[src/rtl/count_monitor_pkg.sv]
// Shared types and constants for the ripple-counter monitor.
package count_monitor_pkg;

  typedef enum logic {
    S_INIT  = 1'b0,
    S_TRACK = 1'b1
  } state_t;

  localparam int SYNC_STAGES  = 2;
  localparam int STEP_TOTAL_W = 16;

  // Width of a counter that must reach n-1; never narrower than one bit.
  function automatic int stab_w(input int n);
    return (n > 1) ? $clog2(n) : 1;
  endfunction

endpackage

[src/rtl/sync_2ff.sv]
// Two-flop synchronizer, one independent chain per bit, synchronous active-high reset.
module sync_2ff #(
  parameter int WIDTH = 4
) (
  input  logic             clk,
  input  logic             rst,
  input  logic [WIDTH-1:0] d,
  output logic [WIDTH-1:0] q
);

  logic [WIDTH-1:0] meta;

  // NOTE: sequential state uses non-blocking assignments so every flop samples pre-edge values.
  always_ff @(posedge clk) begin
    if (rst) begin
      meta <= '0;
      q    <= '0;
    end else begin
      meta <= d;
      q    <= meta;
    end
  end

endmodule

[src/rtl/count_monitor.sv]
// Ripple-counter monitor: synchronize, stability-filter, commit and classify each change.
// Optional macro COUNT_MONITOR_STATS_EN adds the 16-bit step_total output. STABLE_CYCLES >= 1.
module count_monitor
  import count_monitor_pkg::*;
#(
  parameter int WIDTH         = 4,
  parameter int STABLE_CYCLES = 2
) (
  input  logic             clk,
  input  logic             rst,
  input  logic [WIDTH-1:0] cnt_in,
  input  logic             clr_err,
  output logic [WIDTH-1:0] cnt_out,
  output logic             cnt_valid,
  output logic             step_pulse,
  output logic             dir,
  output logic             wrap_pulse,
  output logic             skip_err
`ifdef COUNT_MONITOR_STATS_EN
  ,
  output logic [STEP_TOTAL_W-1:0] step_total
`endif
);

  localparam int             SW       = stab_w(STABLE_CYCLES);
  localparam logic [SW-1:0]  STAB_MAX = SW'(STABLE_CYCLES - 1);
  localparam logic [WIDTH-1:0] CNT_MAX = {WIDTH{1'b1}};

  logic [WIDTH-1:0]       s;
  logic [WIDTH-1:0]       prev;
  logic [SW-1:0]          stab_cnt;
  logic [SYNC_STAGES:0]   fill;
  logic                   stable_pair;
  logic                   commit;

  state_t                 state, state_nxt;
  logic [WIDTH-1:0]       cnt_nxt;
  logic [WIDTH-1:0]       cnt_inc, cnt_dec;
  logic                   valid_nxt, dir_nxt, step_nxt, wrap_nxt, set_err, err_nxt;

  sync_2ff #(.WIDTH(WIDTH)) u_sync (
    .clk (clk),
    .rst (rst),
    .d   (cnt_in),
    .q   (s)
  );

  // The reset-cleared sync and prev flops hold no real sample; fill tracks when
  // prev first carries a post-reset value so zeros left by reset never qualify.
  assign stable_pair = (s == prev) && fill[SYNC_STAGES];
  assign commit      = stable_pair && (stab_cnt == STAB_MAX) &&
                       ((s != cnt_out) || (state == S_INIT));

  // NOTE: every flop, including the sample pipeline, is reset so a mid-run reset drops pending work.
  always_ff @(posedge clk) begin
    if (rst) begin
      prev     <= '0;
      stab_cnt <= '0;
      fill     <= '0;
    end else begin
      prev <= s;
      fill <= {fill[SYNC_STAGES-1:0], 1'b1};
      if (!stable_pair)
        stab_cnt <= '0;
      else if (stab_cnt != STAB_MAX)
        stab_cnt <= stab_cnt + 1'b1;
    end
  end

  assign cnt_inc = cnt_out + WIDTH'(1);
  assign cnt_dec = cnt_out - WIDTH'(1);

  // NOTE: every combinational output gets a default first so no latch is inferred.
  always_comb begin
    state_nxt = state;
    cnt_nxt   = cnt_out;
    valid_nxt = cnt_valid;
    dir_nxt   = dir;
    step_nxt  = 1'b0;
    wrap_nxt  = 1'b0;
    set_err   = 1'b0;
    case (state)
      S_INIT: begin
        if (commit) begin
          cnt_nxt   = s;
          valid_nxt = 1'b1;
          state_nxt = S_TRACK;
        end
      end
      S_TRACK: begin
        if (commit) begin
          cnt_nxt = s;
          if (s == cnt_inc) begin
            step_nxt = 1'b1;
            dir_nxt  = 1'b1;
            wrap_nxt = (cnt_out == CNT_MAX);
          end else if (s == cnt_dec) begin
            step_nxt = 1'b1;
            dir_nxt  = 1'b0;
            wrap_nxt = (cnt_out == '0);
          end else begin
            set_err = 1'b1;
          end
        end
      end
      default: state_nxt = S_INIT;
    endcase
    err_nxt = set_err | (skip_err & ~clr_err);
  end

  always_ff @(posedge clk) begin
    if (rst) begin
      state      <= S_INIT;
      cnt_out    <= '0;
      cnt_valid  <= 1'b0;
      dir        <= 1'b0;
      step_pulse <= 1'b0;
      wrap_pulse <= 1'b0;
      skip_err   <= 1'b0;
    end else begin
      state      <= state_nxt;
      cnt_out    <= cnt_nxt;
      cnt_valid  <= valid_nxt;
      dir        <= dir_nxt;
      step_pulse <= step_nxt;
      wrap_pulse <= wrap_nxt;
      skip_err   <= err_nxt;
    end
  end

`ifdef COUNT_MONITOR_STATS_EN
  always_ff @(posedge clk) begin
    if (rst)
      step_total <= '0;
    else if (step_nxt)
      step_total <= step_total + 1'b1;
  end
`endif

endmodule

[config.mk]
export PLATFORM = sky130hd
export DESIGN_NAME = count_monitor
export DESIGN_NICKNAME = d
export VERILOG_FILES = /design/src/rtl/count_monitor_pkg.sv /design/src/rtl/sync_2ff.sv /design/src/rtl/count_monitor.sv
export SDC_FILE = /design/constraint.sdc
export NUM_CORES = 1
export LEC_CHECK = 0
export CORE_MARGIN = 2
export CORE_UTILIZATION = 50
export CTS_BUF_LIST = sky130_fd_sc_hd__clkbuf_8
export CTS_CLUSTER_DIAMETER = 150
export DETAILED_ROUTE_END_ITERATION = 6
export PLACE_DENSITY = 0.84
export RECOVER_POWER = 50
export SYNTH_ARGS = -nofsm -noshare
export SYNTH_HDL_FRONTEND = slang
export SYNTH_SLANG_ARGS = --single-unit
[constraint.sdc]
create_clock -name clk -period 2.2 [get_ports clk]
set_input_delay 0.22 -clock clk [delete_from_list [all_inputs] [get_ports clk]]
set_output_delay 0.22 -clock clk [all_outputs]
set_load 0.005 [all_outputs]
==> results by group <==
Yosys
  – Synth cell types: 28
  – Seq/Total Area, Yosys: 49.52%
  – Ranking of synthesized cells by area: dfxtp_1 (50%), nor2b_1 (9.5%), xnor2_1 (5.0%), xor2_1 (5.0%), mux2i_1 (3.8%)
  – Top-area cell type share of the netlist area: 49.52%
  – Post-synth net total: 112
  – Cells after synthesis: 102
  – Register bit total from synthesis: 26
  – YS warnings: 0
  – Syn_area_per_cell: 10.30 um^2
  – Yosys top cell by area: dfxtp_1
  – Area of the mapped netlist: 0.001051 mm^2

STA
  – Final setup vio count: 0
  – Worst Skew: 0.002380 ns
  – Period utilization: 80.64%
  – Max-slew violations: 0
  – Min cycle time layout: 1.774 ns
  – Fmax: 563.6 MHz
  – Max_slew headroom: 48.07%
  – Setup TNS Final: 0 ns
  – Post-route setup slack: 0.4258 ns
  – RSZ-0062 raised after global routing: false
  – Worst-Margin Slew: 0.7789 ns
  – Final Hold Fails: 0

Detailed routing
  – Via/cell ratio: 4.917
  – Drt wl/cell: 11.49 um
  – Via count: 713
  – Post-route ant nets: 0
  – Iteration-0 DRC Markers: 7
  – DRC: 0
  – Drt total wl: 1666 um
  – Pre-antenna DRT Iters: 4

Floorplan
  – Full die area: 0.002485 mm^2
  – Core area: 0.001982 mm^2
  – Chip height: 49.85 um
  – Num rows: 16
  – Starting density of the core: 53.03%
  – Die width: 49.85 um
  – Ports: 16

Pwr
  – Combinational power share: 5.1%
  – Power Total: 0.8291 mW
  – Pwr/cell area: 652.9 mW/mm^2
  – Psw: 0.1636 mW
  – Internal power: 0.6655 mW
  – Clock power frac: 35.9%
  – Worst vdd ir: 469.9 uV
  – Net Sw Frac: 19.74%
  – Reg power frac: 59.0%
  – Leak pwr: 0.5136 nW

Worst setup path
  – CP Launch Type: flip-flop
  – Crit path from: cnt_out[0]
  – CP peak stage delay: 0.46 ns
  – Setup slack, reg-to-reg: 0.43 ns
  – FF-to-FF Start: cnt_out[0]
  – Crit. End Element: flip-flop
  – Worst path cell trace: inv_1 -> ha_1 -> xnor2_1 -> and4_1 -> a21oi_1 -> a32o_1
  – Crit path kind: reg -> reg
  – Crit path max fanout: 7
  – Crit-path slowest cell: dfxtp_1
  – Worst reg2reg path depth: 6
  – Worst reg2reg path endpoint: skip_err
  – CP required: 2.36 ns
  – Data arrival time of the critical path: 1.94 ns
  – CP endpoint: skip_err

Clocking
  – TritonCTS clock tree: done
  – Clk sink count: 26
  – Clock Pin Slew Worst Setup and Hold Paths: 0.08 ns
  – Clk_lat worst skew: 0.26 ns
  – Htree depth: 1
  – Clock Tree Buf Depth: 2
  – CTS root buf: clkbuf_8
  – Post-CTS Setup Inserts: 0
  – Resized cells post-CTS: 0
  – TritonCTS Buffers: 3
  – Hold Buf Count CTS: 0

Place
  – Post-Place Cells: 141
  – Count of input and output buffers: 15
  – Dpl ws: 0.4287 ns
  – Area after DPL: 0.001219 mm^2
  – Final HPWL DP: 1240 um
  – GPL Wtd Cong: 0.8276

Outcome
  – Status: completed

GRT
  – Antenna violations before repair: 0
  – Global-route wire length before repair: 2932 um
  – Total track usage: 15.78%
  – Largest net degree at the start of global routing: 21
  – Global route total overflow: 0
  – Vias in the first global route: 712

Finish
  – Layout net count: 129
  – Syn-to-layout area delta: 20.83%
  – Fill cells: 168
  – Commonest non-fill, non-tap cell in the layout: dfxtp_1
  – Antenna Diode Count: 0
  – Final non-filler cell total: 145
  – Share of layout cells above drive strength 1: 5.932%
  – Most frequent cells in the layout: dfxtp_1 (26), nor2b_1 (16), clkdlybuf4s50_1 (13)
  – Post-route cell area: 0.001270 mm^2

Hold path
  – Worst hold path class: reg -> reg
  – Worst hold stages: 1

Flow run
  – MaxCap Viol Count: 0
==> registers in the layout (all words and copies together) (netlist names) <==
register	flops
cnt_valid	1
cnt_out	4
u_sync.q	4
dir	1
prev	4
wrap_pulse	1
skip_err	1
stab_cnt	1
u_sync.meta	4
fill	3
step_pulse	1
state	1
==> Yosys cell counts (all sizes together) <==
library cell and n:
a21boi 1, a21oi 2, a32o 1, and2 1, and3 4, and3b 1
and4 2, and4b 1, buf 2, clkbuf 2, dfxtp 26, ha 3
inv 5, mux2i 4, nand2 1, nand2b 1, nand3 2, nand4 2
nor2 8, nor2b 16, nor3 2, o21ai 1, o41a 1, xnor2 6
xor2 7
==> critical path, delay by kind of cell, from the launching register on <==
kind / cells / cell delay, ns
flops: 1 / 0.46
xor+xnor: 1 / 0.23
compound gates: 2 / 0.28
simple gates: 1 / 0.26
buf+inv: 1 / 0.11
fa+ha+maj: 1 / 0.33
==> per-stage QoR <==
| step | hold slack (ns) | utilization (%) |
|---|---|---|
| floorplan | 0.3399 | - |
| global placement | 0.4183 | 61.49 |
| detailed placement | 0.4220 | 61.49 |
| CTS | 0.4426 | 64.27 |
| global route | 0.4649 | 64.08 |
| finish | 0.4418 | 64.08 |
==> kinds of logic after synthesis <==
logic type / synth area share (%)
multiplexers: 3.810
buffers and inverters: 4.048
flip-flops: 49.52
adder cells (fa/ha/maj): 3.572
XOR/XNOR: 11.55
AND/OR/NAND/NOR: 23.33
AO/OA/AOI/OAI: 4.166
==> worst min-delay path by stage <==
stage / startpoint / end / slack, ns
2_1_floorplan: rst / fill[0] / 0.34
3_3_place_gp: fill[1] / fill[2] / 0.42
3_5_place_dp: fill[1] / fill[2] / 0.42
4_1_cts: fill[1] / fill[2] / 0.44
5_1_grt: fill[0] / fill[1] / 0.46
6_report: u_sync.meta[2] / u_sync.q[2] / 0.44
==> area by class of cell <==
type                            count  area, um^2  area share (%)
Sequential cell                    26       520.5           40.99
Multi-Input combinational cell     67       488.0           38.42
Timing Repair Buffer               16       153.9           12.12
Clock buffer                        4       55.05           4.335
Tap cell                           27       33.78           2.660
Inverter                            5       18.77           1.478
==> power groups by stage <==
stage | clock network (mW) | logic [mW] | registers [mW]
floorplan | 0 | 0.0299 | 0.498
global placement | 0 | 0.0425 | 0.500
detailed placement | 0 | 0.0434 | 0.500
CTS | 0.308 | 0.0436 | 0.489
global route | 0.328 | 0.0476 | 0.491
finish | 0.298 | 0.0423 | 0.489
==> per-layer routing <==
metal / GRT usage, % / share of wire, % / up-vias / wire, um
met5: 0 / 0 / - / 0
met3: 3.333 / 3.7 / 6 / 62
met1: 17.66 / 45 / 326 / 756
met4: 10.65 / 2.6 / 0 / 43
met2: 26.67 / 48 / 19 / 803
li1: - / - / 362 / -
Power figures use the tool's default switching activity.
